File: src/rtl/useq_pkg.sv
// Shared types for the parametrised Am2910-style sequencer: instruction
// encoding, decoded control bundle and the pure instruction decoder.
package useq_pkg;

  typedef enum logic [3:0] {
    JZ   = 4'd0,
    CJS  = 4'd1,
    JMAP = 4'd2,
    CJP  = 4'd3,
    PUSH = 4'd4,
    JSRP = 4'd5,
    CJV  = 4'd6,
    JRP  = 4'd7,
    RFCT = 4'd8,
    RPCT = 4'd9,
    CRTN = 4'd10,
    CJPP = 4'd11,
    LDCT = 4'd12,
    LOOP = 4'd13,
    CONT = 4'd14,
    TWB  = 4'd15
  } instr_e;

  typedef enum logic [2:0] {
    YSEL_ZERO,
    YSEL_D,
    YSEL_UPC,
    YSEL_R,
    YSEL_TOS
  } ysel_e;

  typedef struct packed {
    ysel_e ysel;
    logic  push;
    logic  pop;
    logic  load;
    logic  decr;
    logic  clear;
  } ctrl_t;

  // rnz is (R != 0); decr is only raised when the counter is non-zero.
  function automatic ctrl_t useq_decode(input instr_e instr, input logic fail,
                                        input logic rnz);
    ctrl_t c;
    logic  pass;
    pass    = ~fail;
    c.ysel  = YSEL_UPC;
    c.push  = 1'b0;
    c.pop   = 1'b0;
    c.load  = 1'b0;
    c.decr  = 1'b0;
    c.clear = 1'b0;
    case (instr)
      JZ: begin
        c.ysel  = YSEL_ZERO;
        c.clear = 1'b1;
      end
      CJS: begin
        c.ysel = pass ? YSEL_D : YSEL_UPC;
        c.push = pass;
      end
      JMAP: c.ysel = YSEL_D;
      CJP:  c.ysel = pass ? YSEL_D : YSEL_UPC;
      PUSH: begin
        c.push = 1'b1;
        c.load = pass;
      end
      JSRP: begin
        c.ysel = pass ? YSEL_D : YSEL_R;
        c.push = 1'b1;
      end
      CJV:  c.ysel = pass ? YSEL_D : YSEL_UPC;
      JRP:  c.ysel = pass ? YSEL_D : YSEL_R;
      RFCT: begin
        c.ysel = rnz ? YSEL_TOS : YSEL_UPC;
        c.decr = rnz;
        c.pop  = ~rnz;
      end
      RPCT: begin
        c.ysel = rnz ? YSEL_D : YSEL_UPC;
        c.decr = rnz;
      end
      CRTN: begin
        c.ysel = pass ? YSEL_TOS : YSEL_UPC;
        c.pop  = pass;
      end
      CJPP: begin
        c.ysel = pass ? YSEL_D : YSEL_UPC;
        c.pop  = pass;
      end
      LDCT: c.load = 1'b1;
      LOOP: begin
        c.ysel = pass ? YSEL_UPC : YSEL_TOS;
        c.pop  = pass;
      end
      CONT: c.ysel = YSEL_UPC;
      TWB: begin
        if (pass) begin
          c.ysel = YSEL_UPC;
          c.pop  = 1'b1;
        end else if (rnz) begin
          c.ysel = YSEL_TOS;
        end else begin
          c.ysel = YSEL_D;
          c.pop  = 1'b1;
        end
        c.decr = rnz;
      end
      default: c.ysel = YSEL_UPC;
    endcase
    return c;
  endfunction

endpackage

File: src/rtl/useq_stack.sv
// Subroutine/loop LIFO for the sequencer: storage, stack pointer, top-of-stack
// read and sticky overflow/underflow flags. Storage itself is never reset.
module useq_stack #(
  parameter int WIDTH = 12,
  parameter int DEPTH = 5
) (
  input  logic                       clk,
  input  logic                       rst_n,
  input  logic                       push_i,
  input  logic                       pop_i,
  input  logic                       clear_i,
  input  logic [WIDTH-1:0]           wdata_i,
  output logic [WIDTH-1:0]           tos_o,
  output logic [$clog2(DEPTH+1)-1:0] sp_o,
  output logic                       full_o,
  output logic                       empty_o,
  output logic                       ovf_o,
  output logic                       unf_o
);

  localparam int SPW = $clog2(DEPTH + 1);
  localparam int AW  = $clog2(DEPTH);

  logic [WIDTH-1:0] mem_q [DEPTH];
  logic [SPW-1:0]   sp_q, sp_d;
  logic             ovf_q, ovf_d;
  logic             unf_q, unf_d;
  logic             wrEn;
  logic [AW-1:0]    wrIdx;

  assign full_o  = (sp_q == SPW'(DEPTH));
  assign empty_o = (sp_q == '0);
  assign sp_o    = sp_q;
  assign ovf_o   = ovf_q;
  assign unf_o   = unf_q;
  // Reading an empty stack yields zero so stale RAM contents never leak out.
  assign tos_o   = empty_o ? '0 : mem_q[AW'(sp_q - SPW'(1))];

  always_comb begin
    sp_d  = sp_q;
    ovf_d = ovf_q;
    unf_d = unf_q;
    wrEn  = 1'b0;
    wrIdx = full_o ? AW'(DEPTH - 1) : AW'(sp_q);
    if (clear_i) begin
      sp_d  = '0;
      ovf_d = 1'b0;
      unf_d = 1'b0;
    end else if (push_i) begin
      wrEn = 1'b1;
      if (full_o) ovf_d = 1'b1;
      else        sp_d  = sp_q + SPW'(1);
    end else if (pop_i) begin
      if (empty_o) unf_d = 1'b1;
      else         sp_d  = sp_q - SPW'(1);
    end
  end

  always_ff @(posedge clk) begin
    if (!rst_n) begin
      sp_q  <= '0;
      ovf_q <= 1'b0;
      unf_q <= 1'b0;
    end else begin
      sp_q  <= sp_d;
      ovf_q <= ovf_d;
      unf_q <= unf_d;
    end
  end

  always_ff @(posedge clk) begin
    if (rst_n && wrEn) mem_q[wrIdx] <= wdata_i;
  end

endmodule

File: src/rtl/useq_2910p.sv
// Parametrised Am2910-style microprogram sequencer: uPC, loop counter R,
// next-address mux and source-enable decode around the subroutine stack.
module useq_2910p
  import useq_pkg::*;
#(
  parameter int WIDTH = 12,
  parameter int DEPTH = 5
) (
  input  logic                       clk,
  input  logic                       rst_n,
  input  logic [3:0]                 I,
  input  logic                       CCEN_BAR,
  input  logic                       CC_BAR,
  input  logic                       RLD_BAR,
  input  logic                       CI,
  input  logic                       OEbar,
  input  logic [WIDTH-1:0]           D,
  output logic [WIDTH-1:0]           Y,
  output logic                       PL_BAR,
  output logic                       MAP_BAR,
  output logic                       VECT_BAR,
  output logic                       FULL_BAR,
  output logic                       EMPTY,
  output logic                       OVF,
  output logic                       UNF,
  output logic [$clog2(DEPTH+1)-1:0] SP_LEVEL
);

  logic [WIDTH-1:0] upc_q, upc_d;
  logic [WIDTH-1:0] r_q, r_d;
  logic [WIDTH-1:0] yInt;
  logic [WIDTH-1:0] tos;
  logic             fail;
  logic             rnz;
  logic             full;
  ctrl_t            ctrl;

  assign fail = CC_BAR & ~CCEN_BAR;
  assign rnz  = (r_q != '0);
  assign ctrl = useq_decode(instr_e'(I), fail, rnz);

  always_comb begin
    yInt = '0;
    case (ctrl.ysel)
      YSEL_D:   yInt = D;
      YSEL_UPC: yInt = upc_q;
      YSEL_R:   yInt = r_q;
      YSEL_TOS: yInt = tos;
      default:  yInt = '0;
    endcase
  end

  // OEbar only gates the pin; the incrementer always sees the internal address.
  assign Y        = OEbar ? '0 : yInt;
  assign MAP_BAR  = ~(I == 4'd2);
  assign VECT_BAR = ~(I == 4'd6);
  assign PL_BAR   = (I == 4'd2) | (I == 4'd6);
  assign FULL_BAR = ~full;

  always_comb begin
    upc_d = ctrl.clear ? '0 : yInt + {{(WIDTH-1){1'b0}}, CI};
    r_d   = r_q;
    if (!RLD_BAR || ctrl.load) r_d = D;
    else if (ctrl.decr && rnz) r_d = r_q - WIDTH'(1);
  end

  always_ff @(posedge clk) begin
    if (!rst_n) begin
      upc_q <= '0;
      r_q   <= '0;
    end else begin
      upc_q <= upc_d;
      r_q   <= r_d;
    end
  end

  useq_stack #(
    .WIDTH(WIDTH),
    .DEPTH(DEPTH)
  ) u_stack (
    .clk    (clk),
    .rst_n  (rst_n),
    .push_i (ctrl.push),
    .pop_i  (ctrl.pop),
    .clear_i(ctrl.clear),
    .wdata_i(upc_q),
    .tos_o  (tos),
    .sp_o   (SP_LEVEL),
    .full_o (full),
    .empty_o(EMPTY),
    .ovf_o  (OVF),
    .unf_o  (UNF)
  );

endmodule

File: config.mk
export PLATFORM = sky130hd
export DESIGN_NAME = useq_2910p
export DESIGN_NICKNAME = d
export VERILOG_FILES = /design/src/rtl/useq_pkg.sv /design/src/rtl/useq_stack.sv /design/src/rtl/useq_2910p.sv
export SDC_FILE = /design/constraint.sdc
export NUM_CORES = 1
export LEC_CHECK = 0
export BUFFER_PORTS_ARGS = -buffer_cell sky130_fd_sc_hd__buf_2
export CORE_MARGIN = 5
export CORE_UTILIZATION = 50
export CTS_CLUSTER_DIAMETER = 60
export CTS_CLUSTER_SIZE = 24
export DETAILED_ROUTE_END_ITERATION = 10
export PLACE_DENSITY = 0.69
export SYNTH_ARGS = -nofsm -noshare
export SYNTH_HDL_FRONTEND = slang
export SYNTH_HIERARCHICAL = 1
export SYNTH_SLANG_ARGS = --single-unit
File: constraint.sdc
create_clock -name clk -period 4.7 [get_ports clk]
set_clock_uncertainty 0.2 [all_clocks]
set_input_delay 0.235 -clock clk [delete_from_list [all_inputs] [get_ports clk]]
set_output_delay 0.235 -clock clk [all_outputs]
set_load 0.005 [all_outputs]
==> metrics.sh <==
POWER_LEAKAGE_nW=2.06
CLKLATENCYLATEPIN_NS=0.37
GRT_OVERFLOW_TOTAL=0
LAYOUT.NETS=506
HOLD_VIOL_FINAL=0
DOMINANTREGCELLSYNTH='sky130_fd_sc_hd__edfxtp_1'
DRC=0
SYNTH.MOST_COMMON_CELL='sky130_fd_sc_hd__edfxtp_1'
CTSLONGESTPATHBUFFERS=2
SYNTH_TOP_AREA_CELL='sky130_fd_sc_hd__edfxtp_1'
CLOCKROOTBUFFER='sky130_fd_sc_hd__clkbuf_8'
CORE_AREA_MM2=0.00924
POSTSYNTHREGISTERBITS=89
SYNTH_SEQUENTIAL_AREA_RATIO_PCT=50.2
CRIT_ARRIVAL_NS=4.32
GRT_USAGE_PCT=19.1
GRT_ANTENNA_BEFORE_REPAIR=0
CLOCK_TREE_FROM_TRITONCTS='yes'
TOP_LEVEL_PORTS=45
FILLCELLCOUNT=799
MIN_PATH_TYPE='in -> reg'
DIODES=0
DIE_Y_UM=107
GRT_SETUP_UNREPAIRED='no'
DRT.ANTENNA.VIOLATING_NETS=0
GRT_MAX_DEGREE=24
YS_ASYNC_SR_FRACTION_PCT=0
DIE_AREA_MM2=0.0115
WORSTMARGINPINSLEW_NS=1.01
TIMING.MAX_CAP.VIOLATIONS=0
DRT-PASS1-ITER-COUNT=7
LAYOUT-DRIVE-GT1-SHARE_PCT=20.4
ROW_COUNT=35
PWR_DENSITY_CELL_mW_PER_MM2=326
WORSTSETUPENDPOINTTYPE='flip-flop'
FINALCRITICALPERIOD_NS=4.23
GRT_FIRST_PASS_WIRELENGTH_UM=17000
DETAIL_ROUTE.WIRELENGTH_UM=10800
DR_TOTAL_VIAS=3521
SYNTH_COMMON_CELLS='sky130_fd_sc_hd__edfxtp_1, sky130_fd_sc_hd__nand2_1, sky130_fd_sc_hd__nor2_1, sky130_fd_sc_hd__dfxtp_1, sky130_fd_sc_hd__a21oi_1'
TNS_NS=0
DP_HPWL_UM=7890
VIA_PER_INST=5.77
WORSTSETUPPATHTYPE='reg -> reg'
STARTING_UTILIZATION_OF_THE_CORE_AREA_PCT=51.4
CTS-HTREE-LEVELS=3
SYNTH.LIB_CELLS_USED.DISTINCT=71
AREA_GROWTH_SYN_TO_LAYOUT_PCT=12.4
MULTI_INPUT_COMB_AREA_MM2=0.00213
FIRST_GLOBAL_VIAS=3277
MIN_PERIOD_OVER_PERIOD_PCT=90.0
RESULT_OF_THE_RUN='finished clean'
WORSTSETUPSTARTPOINTTYPE='flip-flop'
POST_SYNTH_INST_COUNT=426
CLK_PIN_SLEW_NS=0.10
SLEW_HEADROOM_PCT=32.6
SYNTH_WARNINGS=6
WHS_PATH_DEPTH=2
SYNTH_ENABLE_FLOP_CELLS=60
DIEWIDTH_UM=107
GP_ROUTABILITY_CONGESTION=0.904
WORST-R2R-CELL-COUNT=15
SYN_AREA_PER_CELL_UM2=11.1
REQUIRED_ARRIVAL_TIME_AT_THE_WORST_ENDPOINT_NS=4.79
DETAIL_ROUTE.ITER0.VIOLATIONS=258
PLACEDCELLCOUNT=581
AREA.SEQUENTIAL_MM2=0.00238
ROUTED_WIRE_LENGTH_PER_INSTANCE_UM=17.7
YOSYS-TOP-CELLS-AREA='sky130_fd_sc_hd__edfxtp_1, sky130_fd_sc_hd__dfxtp_1, sky130_fd_sc_hd__nand2_1, sky130_fd_sc_hd__mux4_1, sky130_fd_sc_hd__nor2_1'
NUMCTSBUFFERS=9
SYNTH_TOP_AREA_SHARE_PCT=37.9
CLOCK_SINK_COUNT=89
IO_BUFFER_COUNT=44
FIN_CELLS=610
CRITICAL_PATH_PEAK_FANOUT=12
REPORT.FINAL.SETUP_VIOL=0
WORST_IR_DROP_VDD_uV=204
SYN_NETS=456
SYNTHESIS.AREA_MM2=0.00475
MAX_FREQUENCY_GHz=0.236
SLEW_VIOL_FINAL=0
-- final timing paths --
check / from / end / slack [ns]
setup / recovery: r_q[0]$_SDFFE_PN0P_ / upc_q[10]$_SDFF_PP0_ / 0.47
hold / removal: rst_n / r_q[2]$_SDFFE_PN0P_ / 0.04
setup reg to reg: r_q[0]$_SDFFE_PN0P_ / upc_q[10]$_SDFF_PP0_ / 0.47
hold reg to reg: u_stack/ovf_o$_SDFFE_PP0P_ / u_stack/ovf_o$_SDFFE_PP0P_ / 0.28
-- per-stage QoR --
stage	worst slack (ns)	cell area, um2	util, %	hold WS [ns]	power [mW]
final	0.469	5340	57.8	0.0434	1.74
after global routing	0.102	5340	57.8	0.0597	1.82
after CTS	0.544	5330	57.7	0.00642	1.75
after detailed placement	0.605	5010	54.3	0.259	1.23
after global placement	0.846	5010	54.3	0.245	1.22
after floorplan	1.20	4750	-	0.163	1.14
-- routing by layer --
layer	global-route usage, %	share of wire (%)	wire length [um]	vias up
met5	0	0	0	-
met4	4.69	1.3	142	0
met3	4.62	7.1	770	18
met2	30.3	47	5130	138
met1	26.5	44	4770	1682
li1	-	-	-	1683
-- cell type report --
| type | count | area share (%) |
|---|---|---|
| Multi-Input combinational cell | 296 | 39.9 |
| Inverter | 14 | 0.984 |
| Timing Repair Buffer | 66 | 7.83 |
| Sequential cell | 89 | 44.6 |
| Tap cell | 129 | 3.02 |
| Clock buffer | 9 | 2.32 |
| Clock inverter | 7 | 1.31 |
-- cells in the final DEF, fill, tap and decap left out, types with 4 or more instances in the layout --
cell,synthesis,final
sky130_fd_sc_hd__a31oi_1,9,8
sky130_fd_sc_hd__and3_1,6,6
sky130_fd_sc_hd__nor2_1,31,31
sky130_fd_sc_hd__xor2_1,7,7
sky130_fd_sc_hd__buf_2,6,44
sky130_fd_sc_hd__dlygate4sd3_1,0,13
sky130_fd_sc_hd__edfxtp_1,60,60
sky130_fd_sc_hd__inv_8,0,4
sky130_fd_sc_hd__nand2_1,58,58
sky130_fd_sc_hd__nor2b_1,6,6
sky130_fd_sc_hd__mux4_2,5,5
sky130_fd_sc_hd__ha_1,7,7
sky130_fd_sc_hd__xnor2_1,11,11
sky130_fd_sc_hd__o21ai_0,11,11
sky130_fd_sc_hd__a222oi_1,4,4
sky130_fd_sc_hd__inv_1,14,14
sky130_fd_sc_hd__or3_1,7,7
sky130_fd_sc_hd__mux2i_1,6,6
sky130_fd_sc_hd__o211a_1,10,10
sky130_fd_sc_hd__buf_4,3,9
sky130_fd_sc_hd__dfxtp_1,29,29
sky130_fd_sc_hd__mux4_1,7,7
sky130_fd_sc_hd__nor3_1,11,11
sky130_fd_sc_hd__nand2b_1,6,6
sky130_fd_sc_hd__a21oi_1,23,23
sky130_fd_sc_hd__nand3_1,13,13
sky130_fd_sc_hd__clkbuf_8,0,9
-- where the power goes --
group / internal, mW / switching [mW] / total (mW)
Clock: 0.209 / 0.312 / 0.520
Combinational: 0.137 / 0.189 / 0.326
Sequential: 0.863 / 0.0314 / 0.895
-- cells by family after synthesis --
| kind of cell | after synthesis | synth area share [%] |
|---|---|---|
| AO/OA/AOI/OAI | 87 | 13.7 |
| XOR/XNOR | 18 | 3.32 |
| adder cells (fa/ha/maj) | 7 | 1.84 |
| buffers and inverters | 41 | 5.09 |
| flip-flops | 89 | 50.2 |
| multiplexers | 22 | 8.54 |
| AND/OR/NAND/NOR | 162 | 17.3 |
-- flip-flops by register name, indices dropped and copies added (netlist names) --
name and count:
u_stack/mem_q 60, r_q 12, upc_q 12, u_stack/sp_o 3, u_stack/ovf_o 1, u_stack/unf_o 1
-- critical path: stages (launching register included) --
cell and delay [ns]:
sky130_fd_sc_hd__dfxtp_1 0.35, sky130_fd_sc_hd__inv_1 0.10, sky130_fd_sc_hd__ha_1 0.16, sky130_fd_sc_hd__or3b_1 0.43
sky130_fd_sc_hd__nand4bb_4 0.30, sky130_fd_sc_hd__nand3_2 0.25, sky130_fd_sc_hd__a31o_2 0.41, sky130_fd_sc_hd__mux2i_1 0.14
sky130_fd_sc_hd__o21ai_0 0.26, sky130_fd_sc_hd__ha_1 0.22, sky130_fd_sc_hd__ha_1 0.15, sky130_fd_sc_hd__inv_1 0.06
sky130_fd_sc_hd__a311oi_1 0.40, sky130_fd_sc_hd__nand3b_1 0.21, sky130_fd_sc_hd__nor3b_1 0.30, sky130_fd_sc_hd__mux2i_1 0.22
-- what timing repair did --
item                                   4_1_cts  5_1_grt
hold buffers                                12        1
setup buffers                                0        0
gates resized for setup                      0        0
endpoints found under the hold margin       12        1
Power figures use the tool's default switching activity.
